## src/rtl/mips_ctl_pkg.sv

```systemverilog
// Shared encodings for the multi-cycle MIPS control path (main control FSM and alu_control).
// Optional addi support in the FSM is selected by the MAIN_CTL_ADDI_EN macro.
package mips_ctl_pkg;

  localparam logic [3:0] S_FETCH   = 4'd0;
  localparam logic [3:0] S_DECODE  = 4'd1;
  localparam logic [3:0] S_MEMADR  = 4'd2;
  localparam logic [3:0] S_MEMRD   = 4'd3;
  localparam logic [3:0] S_MEMWB   = 4'd4;
  localparam logic [3:0] S_MEMWR   = 4'd5;
  localparam logic [3:0] S_EXEC    = 4'd6;
  localparam logic [3:0] S_ALUWB   = 4'd7;
  localparam logic [3:0] S_BEQ     = 4'd8;
  localparam logic [3:0] S_ADDI_EX = 4'd9;
  localparam logic [3:0] S_ADDI_WB = 4'd10;
  localparam logic [3:0] S_JUMP    = 4'd11;
  localparam logic [3:0] S_RST     = 4'd12;
  localparam logic [3:0] S_HALT    = 4'd15;

  localparam logic [5:0] OP_RTYPE = 6'h00;
  localparam logic [5:0] OP_LW    = 6'h23;
  localparam logic [5:0] OP_SW    = 6'h2B;
  localparam logic [5:0] OP_BEQ   = 6'h04;
  localparam logic [5:0] OP_J     = 6'h02;
  localparam logic [5:0] OP_ADDI  = 6'h08;

  localparam logic [1:0] ALUOP_ADD   = 2'b00;
  localparam logic [1:0] ALUOP_SUB   = 2'b01;
  localparam logic [1:0] ALUOP_FUNCT = 2'b10;
  localparam logic [1:0] ALUOP_ADDI  = 2'b11;

  localparam logic [1:0] ALUB_B      = 2'b00;
  localparam logic [1:0] ALUB_FOUR   = 2'b01;
  localparam logic [1:0] ALUB_IMM    = 2'b10;
  localparam logic [1:0] ALUB_IMM_SH = 2'b11;

  localparam logic [1:0] PCSRC_ALU    = 2'b00;
  localparam logic [1:0] PCSRC_ALUOUT = 2'b01;
  localparam logic [1:0] PCSRC_JUMP   = 2'b10;

  typedef struct packed {
    logic       iord;
    logic       mem_read;
    logic       mem_write;
    logic       ir_write;
    logic       reg_dst;
    logic       mem_to_reg;
    logic       reg_write;
    logic       alu_src_a;
    logic [1:0] alu_src_b;
    logic [1:0] aluop;
    logic [1:0] pc_src;
    logic       pc_write;
    logic       pc_write_cond;
    logic       halted;
  } ctl_t;

  function automatic ctl_t ctl_idle();
    ctl_t c;
    c = '0;
    return c;
  endfunction

endpackage

```

## src/rtl/main_control_decode.sv

```systemverilog
// Combinational Moore decode of the control state into datapath enables.
// States 9/10 decode only when MAIN_CTL_ADDI_EN is defined.
module main_control_decode
  import mips_ctl_pkg::*;
(
  input  logic [3:0] state,
  input  logic       mem_ready,
  output ctl_t       ctl
);

  // Per-state output vector; anything not named stays 0
  always_comb begin
    ctl = ctl_idle();
    case (state)
      S_FETCH: begin
        ctl.mem_read  = 1'b1;
        ctl.alu_src_b = ALUB_FOUR;
        ctl.aluop     = ALUOP_ADD;
        ctl.pc_src    = PCSRC_ALU;
        // IR and PC may only load in the cycle the fetch actually completes
        ctl.ir_write  = mem_ready;
        ctl.pc_write  = mem_ready;
      end
      S_DECODE: begin
        ctl.alu_src_b = ALUB_IMM_SH;
        ctl.aluop     = ALUOP_ADD;
      end
      S_MEMADR: begin
        ctl.alu_src_a = 1'b1;
        ctl.alu_src_b = ALUB_IMM;
        ctl.aluop     = ALUOP_ADD;
      end
      S_MEMRD: begin
        ctl.iord     = 1'b1;
        ctl.mem_read = 1'b1;
      end
      S_MEMWB: begin
        ctl.mem_to_reg = 1'b1;
        ctl.reg_write  = 1'b1;
      end
      S_MEMWR: begin
        ctl.iord      = 1'b1;
        ctl.mem_write = 1'b1;
      end
      S_EXEC: begin
        ctl.alu_src_a = 1'b1;
        ctl.alu_src_b = ALUB_B;
        ctl.aluop     = ALUOP_FUNCT;
      end
      S_ALUWB: begin
        ctl.reg_dst   = 1'b1;
        ctl.reg_write = 1'b1;
      end
      S_BEQ: begin
        ctl.alu_src_a     = 1'b1;
        ctl.aluop         = ALUOP_SUB;
        ctl.pc_src        = PCSRC_ALUOUT;
        ctl.pc_write_cond = 1'b1;
      end
      S_JUMP: begin
        ctl.pc_src   = PCSRC_JUMP;
        ctl.pc_write = 1'b1;
      end
`ifdef MAIN_CTL_ADDI_EN
      S_ADDI_EX: begin
        ctl.alu_src_a = 1'b1;
        ctl.alu_src_b = ALUB_IMM;
        ctl.aluop     = ALUOP_ADDI;
      end
      S_ADDI_WB: begin
        ctl.reg_write = 1'b1;
      end
`endif
      S_HALT: begin
        ctl.halted = 1'b1;
      end
      default: begin
        ctl = ctl_idle();
      end
    endcase
  end

endmodule

```

## src/rtl/main_control_fsm.sv

```systemverilog
// Multi-cycle MIPS main control FSM: state register, next-state logic and output decode.
// Define MAIN_CTL_ADDI_EN to sequence addi (opcode 6'h08) instead of halting on it.
module main_control_fsm
  import mips_ctl_pkg::*;
(
  input  logic       clk,
  input  logic       reset_n,
  input  logic [5:0] opcode,
  input  logic       mem_ready,
  output logic       iord,
  output logic       mem_read,
  output logic       mem_write,
  output logic       ir_write,
  output logic       reg_dst,
  output logic       mem_to_reg,
  output logic       reg_write,
  output logic       alu_src_a,
  output logic [1:0] alu_src_b,
  output logic [1:0] aluop,
  output logic [1:0] pc_src,
  output logic       pc_write,
  output logic       pc_write_cond,
  output logic       halted,
  output logic [3:0] state
);

  logic [3:0] state_q;
  logic [3:0] state_d;
  ctl_t       ctl_s;

  // Next-state selection; memory states wait on mem_ready
  always_comb begin
    state_d = state_q;
    case (state_q)
      S_RST:    state_d = S_FETCH;
      S_FETCH:  state_d = mem_ready ? S_DECODE : S_FETCH;
      S_DECODE: begin
        case (opcode)
          OP_RTYPE:      state_d = S_EXEC;
          OP_LW, OP_SW:  state_d = S_MEMADR;
          OP_BEQ:        state_d = S_BEQ;
          OP_J:          state_d = S_JUMP;
`ifdef MAIN_CTL_ADDI_EN
          OP_ADDI:       state_d = S_ADDI_EX;
`endif
          default:       state_d = S_HALT;
        endcase
      end
      S_MEMADR:  state_d = (opcode == OP_LW) ? S_MEMRD : S_MEMWR;
      S_MEMRD:   state_d = mem_ready ? S_MEMWB : S_MEMRD;
      S_MEMWB:   state_d = S_FETCH;
      S_MEMWR:   state_d = mem_ready ? S_FETCH : S_MEMWR;
      S_EXEC:    state_d = S_ALUWB;
      S_ALUWB:   state_d = S_FETCH;
      S_BEQ:     state_d = S_FETCH;
      S_JUMP:    state_d = S_FETCH;
`ifdef MAIN_CTL_ADDI_EN
      S_ADDI_EX: state_d = S_ADDI_WB;
      S_ADDI_WB: state_d = S_FETCH;
`endif
      S_HALT:    state_d = S_HALT;
      default:   state_d = S_HALT;
    endcase
  end

  // State register; async reset lands in S_RST so all outputs drop at once
  always_ff @(posedge clk or negedge reset_n) begin
    if (!reset_n) begin
      state_q <= S_RST;
    end else begin
      state_q <= state_d;
    end
  end

  main_control_decode u_decode (
    .state     (state_q),
    .mem_ready (mem_ready),
    .ctl       (ctl_s)
  );

  assign iord          = ctl_s.iord;
  assign mem_read      = ctl_s.mem_read;
  assign mem_write     = ctl_s.mem_write;
  assign ir_write      = ctl_s.ir_write;
  assign reg_dst       = ctl_s.reg_dst;
  assign mem_to_reg    = ctl_s.mem_to_reg;
  assign reg_write     = ctl_s.reg_write;
  assign alu_src_a     = ctl_s.alu_src_a;
  assign alu_src_b     = ctl_s.alu_src_b;
  assign aluop         = ctl_s.aluop;
  assign pc_src        = ctl_s.pc_src;
  assign pc_write      = ctl_s.pc_write;
  assign pc_write_cond = ctl_s.pc_write_cond;
  assign halted        = ctl_s.halted;
  assign state         = state_q;

endmodule
```

## config.mk

```make
export PLATFORM = sky130hd
export DESIGN_NAME = main_control_fsm
export DESIGN_NICKNAME = d
export VERILOG_FILES = /design/src/rtl/mips_ctl_pkg.sv /design/src/rtl/main_control_decode.sv /design/src/rtl/main_control_fsm.sv
export SDC_FILE = /design/constraint.sdc
export NUM_CORES = 1
export LEC_CHECK = 0
export CORE_ASPECT_RATIO = 0.75
export CORE_MARGIN = 4
export CORE_UTILIZATION = 25
export DETAILED_ROUTE_END_ITERATION = 6
export GPL_ROUTABILITY_DRIVEN = 1
export GPL_TIMING_DRIVEN = 1
export SKIP_LAST_GASP = 1
export SLEW_MARGIN = 10
export SYNTH_ARGS = -nofsm -noshare
export SYNTH_HDL_FRONTEND = slang
export SYNTH_SLANG_ARGS = --single-unit
```

## constraint.sdc

```tcl
create_clock -name clk -period 1.6 [get_ports clk]
set_input_delay 0.24 -clock clk [delete_from_list [all_inputs] [get_ports clk]]
set_output_delay 0.24 -clock clk [all_outputs]
set_load 0.01 [all_outputs]
```

; ---- Word-level counts from Yosys, hierarchy flattened
; Index checks and enable logic that the tools add are counted.
[totals]
output_inout_bits = 21
regBits = 4
wordCells = 44
[classes]
n_reduce_logical = 8
n_eq_ne = 15
muxes = 20
[ops]
columns = operator, n
row1 = $pmux W4 S7, 1
row2 = $eq A4 B3 Y1 const B, 4
row3 = $eq A4 B4 Y1 const B, 4
row4 = $pmux W4 S4, 1
row5 = $eq A6 B6 Y1 const B, 2
row6 = $mux W1, 11
row7 = $mux W3, 3
row8 = $eq A4 B2 Y1 const B, 2
row9 = $pmux W2 S2, 2
row10 = $reduce_or A2 Y1, 4
row11 = $eq A6 B2 Y1 const B, 1
row12 = $eq A6 B3 Y1 const B, 1
row13 = $logic_not A6 Y1, 1
row14 = $pmux W2 S3, 1
row15 = $reduce_or A5 Y1, 1
row16 = $eq A4 B1 Y1 const B, 1
row17 = $logic_not A4 Y1, 1
row18 = $reduce_or A3 Y1, 1
row19 = $pmux W1 S2, 1

; ---- Depth between registers and ports, before layout
[logic_depth]
depth_word = 4
mapped_depth = 5

; ---- Hierarchy
; A second synthesis with hierarchy kept.
[unflattened]
cells_unflattened = 79
hier_area_um2 = 606.8
[modules_own_cells]
columns = mod, seq_area_each_um2, area_per_inst_um2, n_inst, cells_per_inst
row1 = main_control_fsm, 102.6, 389.1, 1, 47
row2 = main_control_decode, 0.0, 217.7, 1, 32

; ---- Worst setup path before layout
; Ideal clock, no wire load.
[synth_timing]
kind = register to output
startpoint = register state_q[2] (netlist: state[2])
endpoint = output port aluop[0]
path_stages_with_launch = 5
slack_ns = 0.097
t_arrival_ns = 1.263
path_cell_list = dfstp_2 -> buf_4 -> nand2b_1 -> nor3_1 -> buf_4
[synth_via]
elab_chain_cells = 2
word_cells_on_any_way = 3
cone_classes = eq/ne: 2 / mux: 1
[synth_lines]
columns = item, line
row1 = start: declaration, main_control_fsm.sv:27  ; logic [3:0] state_q;
row2 = start signal: assignment, main_control_fsm.sv:71  ; state_q <= state_d;
row3 = $eq A4 B4 Y1 or $eq A4 B3 Y1 (tied branches), main_control_decode.sv:14  ; case (state)
row4 = $pmux W2 S2 (*), main_control_decode.sv:14
row5 = end: declaration, main_control_fsm.sv:19  ; output logic [1:0] aluop,
; Mark *: on every way between the ends. The rest lies on a longest branch, timed or not.

; ---- Worst setup path in the final report
[layout_timing]
startpoint = register state_q[2] (netlist: state[2])
endpoint = output port pc_write
[layout_via]
elab_chain_cells = 2
word_cells_on_any_way = 3
cone_classes = eq/ne: 1 / mux: 1 / reduce/logical: 1
[layout_lines]
columns = item, line
row1 = $eq A4 B4 Y1 or $logic_not A4 Y1 (tied branches), main_control_decode.sv:14
row2 = $pmux W1 S2 (*), main_control_decode.sv:14
row3 = end: declaration, main_control_fsm.sv:21  ; output logic pc_write,
; Marked as above.

==> results.txt <==
Status - finished, violations left
Failing checks - setup timing
Relative slew slack - 78.6%
CTS Buf Count - 3
Iter 0 DRT Violations - 8
Pins Over Slew Limit - 0
Synth warnings - 0
IO Port Bufs - 29
Die Height - 47.5 microns
DR DRC count - 0
Dpl cells - 132
CP arrival - 1.47 ns
Multi-input logic area - 427 sq um
Min Tclk post-route - 1.71 ns
Endpoint class of the critical path - output port
Clk Latency, worst-skew pair - 0.24 ns
Worst EP required - 1.36 ns
CP max-delay cell - dfstp_2
Total Neg Setup Slack - -0.442 ns
Achievable clock frequency - 0.584 GHz
Worst hold-check path type - primary input to asynchronous set/reset pin
Synth Area per Inst - 7.54 sq um
CP Buf/Inv Count - 3
Mapped Nets - 78
Fill cells - 186
RSZ-0062 raised after global routing - true
Slew @ Worst Pin - 0.317 ns
Avg WL per Cell - 12.9 microns
Crit Path Max Fanout - 4
Global-route wire length before repair - 2.88 mm
Clock Tree Buf Depth - 2
DR pass1 iterations - 4
Worst R2R Start - state[2]$_DFF_PN1_
Ant diodes - 0
Post-route ant nets - 0
Routability cong. - 0.783
Synthesized instance count - 69
Pleak - 0.000535 uW
Number of global-route vias before repair - 671
Largest register FFs - 4
Crit Reg-Reg Endpoint - state[1]$_DFF_PN0_
Num rows - 13
Vias - 703
Critical path class - flip-flop to output port
CP peak stage delay - 0.54 ns
Fin util - 57.4%
Setup WS post-layout - -0.112 ns
Vias/cell - 4.88
Clock Skew - 0.00158 ns
Pwr/cell area - 1990 nW/um^2
Count of different cell masters after synthesis - 35
Total gr overflow - 0
Core footprint - 1850 sq um
Initial antenna violation count - 0
Yosys reg bits - 4
CTS tree - yes
Fraction of the cycle the final worst path needs - 107%
Detailed placer's ending HPWL - 1.45 mm
FF/Latch Area - 105 sq um
Worst R2R Setup Slack - 0.10 ns
Max-capacitance violation count - 0
Initial Utilization - 28.1%
Clock Pin Slew Worst Setup and Hold Paths - 0.04 ns
Gr usage total - 13.7%
DIE WIDTH - 60.7 microns
Dpl ws - -0.201 ns
Final wirelength - 1.85 mm
# setup viols final - 7
Clk sinks - 4
Final Hold Vio Count - 0
Post-Synthesis Cell Area - 520 sq um
H-Tree Depth - 1
Top delay family on crit path - flip-flops
Final non-filler cell total - 144
Crit-path cells - buf_12 > nand2b_4 > buf_6 > nor2_4 > or2_1 > buf_2
Proportion of layout cells with a drive suffix above 1 - 52.5%
Maximum VDD drop - 994 uV
Largest net degree at the start of global routing - 9
CP Launch Type - flip-flop
R2R cell count - 7
Area growth from synthesis to layout - 105%
Worst hold slack - 0.200 ns
Sequential area share after synthesis - 19.7%
Fin nets - 133
CTS root buf - clkbuf_4
Die Area - 2880 sq um
IO Count - 30
-- worst max-delay path by stage --
stage	start	to	slack, ns	cells past startpoint
finish	state[2]$_DFF_PN1_	pc_write	-0.11	6
global route	state[2]$_DFF_PN1_	pc_write	-0.17	6
CTS	state[2]$_DFF_PN1_	aluop[1]	-0.19	3
detailed placement	state[3]$_DFF_PN1_	alu_src_a	-0.20	4
global placement	mem_ready	pc_write	-0.16	4
floorplan	state[2]$_DFF_PN1_	aluop[0]	0.1	4
-- placed cells by master, fill, tap and decap left out, drive strengths merged, types with 2 or more instances in the layout --
| cell | n |
|---|---|
| inv | 2 |
| and3 | 2 |
| nand2 | 4 |
| dlygate4sd2 | 4 |
| nor3 | 4 |
| dfstp | 2 |
| nand2b | 4 |
| a21o | 2 |
| o21ai | 5 |
| buf | 36 |
| o31ai | 2 |
| a21oi | 2 |
| clkdlybuf4s50 | 10 |
| or2 | 3 |
| nor2 | 12 |
| nor4 | 2 |
| dfrtp | 2 |
| dlymetal6s2s | 2 |
| mux2i | 2 |
| clkbuf | 6 |
-- synthesized netlist by cell type --
library cell / instances / area, sq um
nor2_1: 10 / 37.5
buf_4: 5 / 37.5
nand2_1: 4 / 15.0
nand2b_1: 4 / 25.0
nor3_1: 3 / 15.0
o21ai_0: 3 / 15.0
a21o_1: 2 / 15.0
a21oi_1: 2 / 10.0
and3_1: 2 / 12.5
dfrtp_1: 2 / 50.1
dfstp_2: 2 / 52.6
inv_1: 2 / 7.51
mux2i_1: 2 / 20.0
nor2_2: 2 / 12.5
o21ai_1: 2 / 10.0
o31ai_1: 2 / 15.0
or2_1: 2 / 12.5
a221oi_2: 1 / 15.0
a22o_1: 1 / 8.76
a31oi_1: 1 / 6.26
and2_1: 1 / 6.26
buf_6: 1 / 11.3
mux2_2: 1 / 11.3
nand3_1: 1 / 5.00
nand4b_1: 1 / 8.76
nor2b_1: 1 / 6.26
nor3_2: 1 / 10.0
nor3b_1: 1 / 7.51
nor4_1: 1 / 6.26
nor4_2: 1 / 12.5
o21bai_1: 1 / 7.51
o311ai_1: 1 / 8.76
o41ai_1: 1 / 8.76
or2_4: 1 / 8.76
xnor2_1: 1 / 8.76
-- per-layer routing --
layer,global-route usage [%],wire length (microns),up-vias
met4,5.19,12,0
met5,0,0,-
met1,16.7,825,319
met2,23.2,879,30
met3,3.77,134,2
li1,-,-,352
-- report_power, final --
group / switching (uW) / internal [uW]
registers: 69.3 / 178
clock network: 43.1 / 84.0
logic: 774 / 970
-- logic make-up after synthesis --
family                 count (synthesis)  synth area share, %
buffers and inverters                  8                 10.8
AO/OA/AOI/OAI                         17                 23.1
flip-flops                             4                 19.7
XOR/XNOR                               1                 1.68
multiplexers                           3                 6.01
AND/OR/NAND/NOR                       36                 38.7
-- layout make-up --
cell class | instances | area share, %
Clock buffer | 3 | 2.12
Multi-Input combinational cell | 57 | 40.1
Tap cell | 22 | 2.59
Sequential cell | 4 | 9.87
Timing Repair Buffer | 56 | 44.7
Inverter | 2 | 0.705
-- through the flow --
stage | area (sq um) | power [uW]
after floorplan | 520 | 986
after global placement | 937 | 1770
after detailed placement | 937 | 1780
after CTS | 1030 | 2030
after global routing | 1060 | 2280
final | 1060 | 2120
-- what timing repair did --
| action | CTS | global route |
|---|---|---|
| hold buffers | 0 | 0 |
| cloned | 0 | 0 |
| buffers inserted | 8 | 4 |
| setup endpoints to repair | 20 | 18 |
| gates resized for setup | 59 | 17 |
| pin swaps | 7 | 3 |
No activity file was read; power rests on OpenSTA's default activity.
